==> src/rtl/hazard_stall_controller.sv <==
// Hazard controller for a 5-stage MIPS pipeline without forwarding: tracks in-flight
// destination registers, stalls on RAW hazards in ID and flushes on taken branches in MEM.
module hazard_stall_controller #(
    parameter int CNT_W     = 16,
    parameter bit WB_BYPASS = 1'b1
) (
    input  logic             clk,
    input  logic             reset,
    input  logic             id_valid,
    input  logic [4:0]       id_rs,
    input  logic [4:0]       id_rt,
    input  logic             id_uses_rs,
    input  logic             id_uses_rt,
    input  logic [4:0]       id_dest,
    input  logic             id_RegWrite,
    input  logic             mem_branch_taken,
    output logic             pc_write,
    output logic             ifid_write,
    output logic             idex_bubble,
    output logic             flush_ifid,
    output logic             flush_idex,
    output logic             flush_exmem,
    output logic [1:0]       state,
    output logic [CNT_W-1:0] stall_cycles,
    output logic [CNT_W-1:0] flush_events
);

    typedef enum logic [1:0] {
        ST_RUN   = 2'd0,
        ST_STALL = 2'd1,
        ST_FLUSH = 2'd2
    } state_t;

    localparam logic [CNT_W-1:0] CNT_MAX = {CNT_W{1'b1}};
    localparam logic [CNT_W-1:0] CNT_ONE = {{(CNT_W-1){1'b0}}, 1'b1};

    state_t           r_state;
    logic             r_ex_v;
    logic [4:0]       r_ex_d;
    logic             r_mem_v;
    logic [4:0]       r_mem_d;
    logic             r_wb_v;
    logic [4:0]       r_wb_d;
    logic [CNT_W-1:0] r_stall_cnt;
    logic [CNT_W-1:0] r_flush_cnt;

    logic             w_rs_hit;
    logic             w_rt_hit;
    logic             w_hazard;
    logic             w_id_wr;
    state_t           w_action;

    // A source matches a slot only when it is actually read and is not $zero.
    function automatic logic src_hit(
        input logic       use_f,
        input logic [4:0] src,
        input logic       ex_v,
        input logic [4:0] ex_d,
        input logic       mem_v,
        input logic [4:0] mem_d,
        input logic       wb_v,
        input logic [4:0] wb_d,
        input logic       chk_wb
    );
        logic hit;
        hit = 1'b0;
        if (use_f && (src != 5'd0)) begin
            hit = (ex_v && (ex_d == src)) ||
                  (mem_v && (mem_d == src)) ||
                  (chk_wb && wb_v && (wb_d == src));
        end else begin
            hit = 1'b0;
        end
        return hit;
    endfunction

    // Hazard detection and action selection: flush beats stall beats run.
    always_comb begin
        w_rs_hit = src_hit(id_uses_rs, id_rs, r_ex_v, r_ex_d, r_mem_v, r_mem_d,
                           r_wb_v, r_wb_d, !WB_BYPASS);
        w_rt_hit = src_hit(id_uses_rt, id_rt, r_ex_v, r_ex_d, r_mem_v, r_mem_d,
                           r_wb_v, r_wb_d, !WB_BYPASS);
        w_hazard = id_valid & (w_rs_hit | w_rt_hit);
        w_id_wr  = id_valid & id_RegWrite & (id_dest != 5'd0);
        if (mem_branch_taken) begin
            w_action = ST_FLUSH;
        end else if (w_hazard) begin
            w_action = ST_STALL;
        end else begin
            w_action = ST_RUN;
        end
    end

    // Pipeline control outputs decoded from the current action.
    always_comb begin
        pc_write    = 1'b1;
        ifid_write  = 1'b1;
        idex_bubble = 1'b0;
        flush_ifid  = 1'b0;
        flush_idex  = 1'b0;
        flush_exmem = 1'b0;
        case (w_action)
            ST_FLUSH: begin
                idex_bubble = 1'b1;
                flush_ifid  = 1'b1;
                flush_idex  = 1'b1;
                flush_exmem = 1'b1;
            end
            ST_STALL: begin
                pc_write    = 1'b0;
                ifid_write  = 1'b0;
                idex_bubble = 1'b1;
            end
            default: begin
                pc_write    = 1'b1;
                ifid_write  = 1'b1;
            end
        endcase
    end

    // Scoreboard shift and previous-action register.
    always_ff @(posedge clk or posedge reset) begin
        if (reset) begin
            r_state <= ST_RUN;
            r_ex_v  <= 1'b0;
            r_ex_d  <= 5'd0;
            r_mem_v <= 1'b0;
            r_mem_d <= 5'd0;
            r_wb_v  <= 1'b0;
            r_wb_d  <= 5'd0;
        end else begin
            r_state <= w_action;
            r_wb_v  <= r_mem_v;
            r_wb_d  <= r_mem_d;
            case (w_action)
                ST_FLUSH: begin
                    r_ex_v  <= 1'b0;
                    r_ex_d  <= 5'd0;
                    r_mem_v <= 1'b0;
                    r_mem_d <= 5'd0;
                end
                ST_STALL: begin
                    r_ex_v  <= 1'b0;
                    r_ex_d  <= 5'd0;
                    r_mem_v <= r_ex_v;
                    r_mem_d <= r_ex_d;
                end
                default: begin
                    r_ex_v  <= w_id_wr;
                    r_ex_d  <= id_dest;
                    r_mem_v <= r_ex_v;
                    r_mem_d <= r_ex_d;
                end
            endcase
        end
    end

    // Saturating performance counters.
    always_ff @(posedge clk or posedge reset) begin
        if (reset) begin
            r_stall_cnt <= {CNT_W{1'b0}};
            r_flush_cnt <= {CNT_W{1'b0}};
        end else begin
            if ((w_action == ST_STALL) && (r_stall_cnt != CNT_MAX)) begin
                r_stall_cnt <= r_stall_cnt + CNT_ONE;
            end else begin
                r_stall_cnt <= r_stall_cnt;
            end
            if ((w_action == ST_FLUSH) && (r_flush_cnt != CNT_MAX)) begin
                r_flush_cnt <= r_flush_cnt + CNT_ONE;
            end else begin
                r_flush_cnt <= r_flush_cnt;
            end
        end
    end

    assign state        = r_state;
    assign stall_cycles = r_stall_cnt;
    assign flush_events = r_flush_cnt;

endmodule

==> config.mk <==
export PLATFORM = sky130hd
export DESIGN_NAME = hazard_stall_controller
export DESIGN_NICKNAME = d
export VERILOG_FILES = /design/src/rtl/hazard_stall_controller.sv
export SDC_FILE = /design/constraint.sdc
export NUM_CORES = 1
export LEC_CHECK = 0
export ABC_AREA = 1
export CAP_MARGIN = 25
export CORE_ASPECT_RATIO = 0.7
export CORE_MARGIN = 2
export CORE_UTILIZATION = 30
export CTS_CLUSTER_DIAMETER = 150
export CTS_CLUSTER_SIZE = 40
export DETAILED_ROUTE_END_ITERATION = 16
export GPL_TIMING_DRIVEN = 0
export PLACE_DENSITY_LB_ADDON = 0.3
export SYNTH_ARGS = -nofsm -noshare
export SYNTH_HDL_FRONTEND = slang
export SYNTH_SLANG_ARGS = --single-unit
==> constraint.sdc <==
create_clock -name clk -period 4.2 [get_ports clk]
set_input_delay 0.84 -clock clk [delete_from_list [all_inputs] [get_ports clk]]
set_output_delay 0.84 -clock clk [all_outputs]
set_load 0.01 [all_outputs]
Yosys cells after proc, flatten, opt, wreduce, memory -nomap -nowiden

Cells that the tools add are included.

Flip-flop bits (word level): 46
Output and inout port bits: 40
Bits of input ports: 22
Word-level logic and storage cells: 46

Add/sub/neg operators: 2
Reduce and logical (&&, ||, !) cells: 14
Bitwise gates (word level): 4
Mux-type cells: 11
Equal/unequal tests: 8

Operators with widths:

| operator              | count |
|---|---|
| $add 16x1->16 const B | 2 |
| $ne 16x16->1 const B  | 2 |
| $eq 5x5->1            | 4 |
| $reduce_bool 5->1     | 3 |
| $mux 5                | 2 |
| $logic_and 1x1->1     | 8 |
| $mux 1                | 8 |
| $and 1x1->1           | 3 |
| $eq 2x1->1 const B    | 1 |
| $eq 2x2->1 const B    | 1 |
| $logic_or 1x1->1      | 2 |
| $mux 2                | 1 |
| $reduce_or 2->1       | 1 |
| $or 1x1->1            | 1 |

Logic depth before layout (Yosys ltp)

Word-level depth: 11
Mapped depth: 13

Least setup slack after synthesis

Ideal clock, no wire load.

Path kind: input to output
From: input id_rs[1]
To: output pc_write
Path buffers: 1
Data required time: 3.360 ns
Path slack: 1.744 ns
Stages on the path: 10
Arrival: 1.616 ns
Path through: inv_1 > nand2_1 > nand2_1 > nor2_1 > nand3_1 > nand2_1 > nand2_1 > nand2_4 > nand3_4 > buf_4

Cells in the longest elaborated chain, start to end: 10
Elaborated cells on any way between the ends: 14

Ends and longest elaborated chain:

| what                                        | line   | source |
|---|---|---|
| start, declared                             | 10     | `input logic [4:0] id_rs,` |
| $eq 5x5->1, on equally long branches        | 68, 69 |  |
| $logic_and 1x1->1, on equally long branches | 68, 69 |  |
| $logic_or 1x1->1                            | 68     | `hit = (ex_v && (ex_d == src)) \|\|` |
| $mux 1 *                                    | 67     | `if (use_f && (src != 5'd0)) begin` |
| $or 1x1->1 *                                | 83     | `w_hazard = id_valid & (w_rs_hit \| w_rt_hit);` |
| $and 1x1->1 *                               | 83     |  |
| $mux 1 *                                    | 87     | `end else if (w_hazard) begin` |
| $mux 2 *                                    | 85     | `if (mem_branch_taken) begin` |
| $eq 2x1->1 *                                | --     |  |
| $mux 1 *                                    | --     |  |
| end, declared                               | 17     | `output logic pc_write,` |

Mark *: on every way between the ends. The rest lies on a longest branch, timed or not.

Final worst setup path

From: input id_rt[3]
To: output idex_bubble

Cells in the longest elaborated chain, start to end: 11
Elaborated cells on any way between the ends: 16

Ends and longest elaborated chain:

| what                                        | line   | source |
|---|---|---|
| start, declared                             | 11     | `input logic [4:0] id_rt,` |
| $eq 5x5->1, on equally long branches        | 68, 69 |  |
| $logic_and 1x1->1, on equally long branches | 68, 69 |  |
| $logic_or 1x1->1                            | 68     |  |
| $mux 1 *                                    | 67     |  |
| $or 1x1->1 *                                | 83     |  |
| $and 1x1->1 *                               | 83     |  |
| $mux 1 *                                    | 87     |  |
| $mux 2 *                                    | 85     |  |
| $eq 2x1->1 or $eq 2x2->1 (tied branches)    | 102    | `case (w_action)` |
| $reduce_or 2->1 (no line) *                 | --     |  |
| $mux 1 *                                    | 102    |  |
| end, declared                               | 19     | `output logic idex_bubble,` |

Marked as above.

==> results <==
- The post-route non-filler standard cell count is between 500 and 600.
- The overall routing resource usage is 0.136.
- The worst register-to-register path begins at stall_cycles[0]$_DFFE_PP0P_.
- The depth of the CTS H-tree is 2.
- The number of global-route vias before repair was roughly 2200.
- The accumulated negative setup slack is 0 ns.
- Measured in cells, the most critical reg-to-reg path has a length of 11.
- The type of the most critical hold path is flop to flop.
- The post-detailed-route via-to-cell ratio is about 4.3.
- On the worst path, the slowest cell contributes a delay of 0.58 ns.
- The area of the core is between 0.008 and 0.009 mm^2.
- The routed length per instance is 11.1 um.
- The worst setup path is of the input pin to primary output kind.
- The minimum clock period is 3.67 ns.
- The overall power is approximately 1.1 mW.
- The endpoint identified for the worst register-to-register timing path is stall_cycles[6]$_DFFE_PP0P_.
- Setup violations remaining at the end of the flow were counted as 0.
- Along the worst path, the maximum fanout reaches 7.
- The floorplan step defined a die boundary enclosing 0.00960 mm^2.
- The count of buffers added by post-CTS timing repair for setup is 0.
- The post-synthesis xor/xnor area fraction is 0.0960.
- The end of the worst hold path is flush_events[9]$_DFFE_PP0P_.
- Power spread over the standard cell area amounts to around 320 mW/mm^2.
- The first global-routing pass estimated about 10 mm of wire.
- Wires add up to ~6 mm.
- By instance count, the cell type seen most on the critical path is sky130_fd_sc_hd__nand2_1.
- The final layout contains between 400 and 500 nets.
- Across all register-to-register paths, the minimum setup slack is 2.29 ns.
- Of the total synthesized cell area, the portion taken by AND, OR, NAND and NOR gates is 0.355.
- The async set or reset register ratio after synthesis is 1.00.
- The number of buffers and inverters on the critical path is 3.
- Clock-pin slew was measured on the worst setup and hold paths at about 0.060 ns.
- Port buffering added just over 60 buffers.
- Including well taps, the total number of placed cells is between 500 and 600.
- The flow ran to the end, and the final reports show no timing, DRC or antenna violations.
- STA puts the critical path data arrival time at roughly 2.8 ns.
- The remaining max-slew budget at the tightest pin is 0.678.
- The source of the worst hold timing path is flush_events[9]$_DFFE_PP0P_.
- Along the worst hold path, the cell count comes to 1.
- Of the post-synthesis cell area, the part taken by muxes is 0.
- Among all flip-flop cells after synthesis, the most frequent one is sky130_fd_sc_hd__dfrtp_1.
- Measured along the x axis, the die boundary spans between 100 and 150 um.
- The number of gates resized after CTS is 0.
- The number of buffers inserted during clock tree synthesis is 5.
- The max-slew violation count came to 0.
- The cell with the largest stage delay on the worst path is sky130_fd_sc_hd__clkdlybuf4s50_1.
- The mean instance size in the synthesized netlist is approximately 7.4 um^2.
- The filler cell count is 871.
- The post-synthesis share of cell area spent on full adders, half adders and majority gates is 0.00946.
- The initial antenna violation count is 0.
- The fraction of the mapped netlist area in compound gates is 0.0109.
- Data on the critical path is required at its endpoint by about 3.4 ns.
- The detail route stage leaves a number of antenna-violating nets equal to 0.
- The number of max-cap violations is 0.
- Routability-driven placement finished with a final weighted congestion of roughly 0.90.
- The synthesized flop and latch total is 46.
- The peak ir drop on the vdd network is around 0.00019 V.
- The via count of the routed design is about 2300.
- The detailed-routing iteration count for the pre-antenna-repair pass is 4.
- The DRC violation total after the first TritonRoute iteration is 98.
- The number of sinks driven by the clock tree is between 40 and 50.
- The cell count after synthesis came out at ~360.
- The tree is rooted in a sky130_fd_sc_hd__clkbuf_16.
- The critical path launch point type is an input pin.
- TritonCTS built the clock tree.
- For the pin with the worst max-slew slack, the measured transition is around 0.48 ns.
- The maximum clock path buffer count is 2.
- The later-pin clock latency in the skew report is between 0.2 and 0.3 ns.
- In this run the vertical extent of the chip is ~83 um.
- The clock arrives with between 0.003 and 0.004 ns of skew.
- The effective utilization at floorplan is 0.311.
- The total overflow reported by the global router is 0.
- Walking the worst path, the cells encountered are clkdlybuf4s50_1 > inv_1 > nand2_1 > nand2_1 > nor2_1 > nand3_1 > nand2_1 > nand2_1 > nand2_4 > nand2_1 > nand2_1 > clkdlybuf4s50_1.
- The pin count of the biggest net entering global routing is 28.
- The number of synthesized flops with an enable pin is 0.
- 62 I/O pins were placed.
- The growth of design area from synthesis to finish is 35.1%.
- The number of hold buffers added after cts is 0.
- After synthesis, the largest family of logic cells by area is simple AND/OR/NAND/NOR gates.
- In this run the core area contains 28 standard-cell rows.
- The warning count from the yosys run is 0.
- The number of different library cells used by synthesis comes to 26.
- The sequential fraction of the synthesis area is 0.435.
- The final-report hold violation count is 0.
- In the final layout, the share of cells above drive strength 1 is 0.0678.
- In the routed design, unresolved DRC markers number 0.
- The leakage power figure is roughly 1.7 nW.
- Setup repair after global routing left no endpoint under its margin.
- The kind of cell with the highest combined delay along the critical path is buffers and inverters.
- Synthesis produced a netlist with a net count of roughly 380.
- The detailed placement HPWL is about 4.6 mm.
- The synthesized area is approximately 0.0026 mm^2.
- The endpoint kind of the worst setup timing path is a primary output.
- The number of antenna diodes in the final layout is 0.
- The fmax is 273 MHz.
- The final worst-path cycle share is 0.874.
worst register-to-register path: cells and delay by family, from the launching register on:
kind / cells / cell delay [ns]
simple gates: 8 / 0.90
fa+ha+maj: 1 / 0.25
flops: 1 / 0.42
buf+inv: 2 / 0.23
registers in the layout, indices dropped and copies added, names as in the netlist:
name,count
r_mem_d,5
r_ex_d,5
r_ex_v,1
state,2
r_mem_v,1
stall_cycles,16
flush_events,16
worst max-delay path by stage:
stage | startpoint | to | slack, ns | depth (start not counted)
2_1_floorplan | id_rs[1] | pc_write | 1.74 | 10
5_1_grt | id_rt[3] | idex_bubble | 0.38 | 12
4_1_cts | id_rt[3] | idex_bubble | 0.53 | 12
3_3_place_gp | id_rt[3] | idex_bubble | 0.53 | 12
3_5_place_dp | id_rt[3] | idex_bubble | 0.53 | 12
6_report | id_rt[3] | idex_bubble | 0.53 | 12
report_power, final:
part           internal (mW)  leakage, nW  switching, mW
Sequential             0.481        0.615         0.0435
Combinational          0.116         1.03          0.108
Clock                  0.236       0.0739          0.155
Total                  0.833         1.72          0.306
kinds of logic after synthesis:
| group | count (synthesis) |
|---|---|
| adder cells (fa/ha/maj) | 2 |
| flip-flops | 46 |
| AO/OA/AOI/OAI | 5 |
| AND/OR/NAND/NOR | 219 |
| buffers and inverters | 57 |
| XOR/XNOR | 29 |
per-stage QoR:
stage / instance area [um^2] / hold slack, ns / setup slack (ns) / utilization
global placement: 3410 / 0.487 / 0.532 / 0.400
floorplan: 2650 / 0.479 / 1.74 / -
global route: 3570 / 0.527 / 0.378 / 0.420
detailed placement: 3430 / 0.489 / 0.534 / 0.402
finish: 3570 / 0.503 / 0.530 / 0.420
CTS: 3570 / 0.508 / 0.533 / 0.420
metal layers:
metal / up-vias / part of all wire / wire [um] / global-route usage
met3: 4 / 0.060 / 365 / 0.0292
met4: 0 / 0.0051 / 31 / 0.0310
met1: 1049 / 0.51 / 3130 / 0.198
met2: 58 / 0.42 / 2560 / 0.209
met5: - / 0 / 0 / 0
li1: 1225 / - / - / -
cell usage in the layout (no fill, tap or decap), types with 7 or more instances in the layout:
cell and count:
sky130_fd_sc_hd__nand2_1 134, sky130_fd_sc_hd__xnor2_1 7, sky130_fd_sc_hd__nand3_1 20, sky130_fd_sc_hd__nor3_1 9, sky130_fd_sc_hd__dfrtp_1 46, sky130_fd_sc_hd__xor2_1 22, sky130_fd_sc_hd__clkdlybuf4s50_1 61, sky130_fd_sc_hd__nor2_1 42
sky130_fd_sc_hd__inv_1 39, sky130_fd_sc_hd__inv_2 9
Yosys cell counts (all sizes together) (4+ instances only):
master	number	share of area
buf	6	0.021
dfrtp	46	0.44
nor2	43	0.064
o21ai	4	0.0076
nor3	11	0.025
xnor2	7	0.023
nand4	4	0.015
inv	48	0.068
nor4	4	0.0095
xor2	22	0.073
nand2	135	0.19
nand3	21	0.044
layout make-up:
class	count	area, um^2	area share
Multi-Input combinational cell	255	1250	0.349
Sequential cell	46	1150	0.322
Timing Repair Buffer	62	631	0.176
Inverter	49	184	0.0515
Tap cell	120	150	0.0420
Clock buffer	7	143	0.0399
Buffer	8	63.8	0.0179
Clock inverter	1	5.00	0.00140
Note: power is estimated with default switching activity, not from simulation.
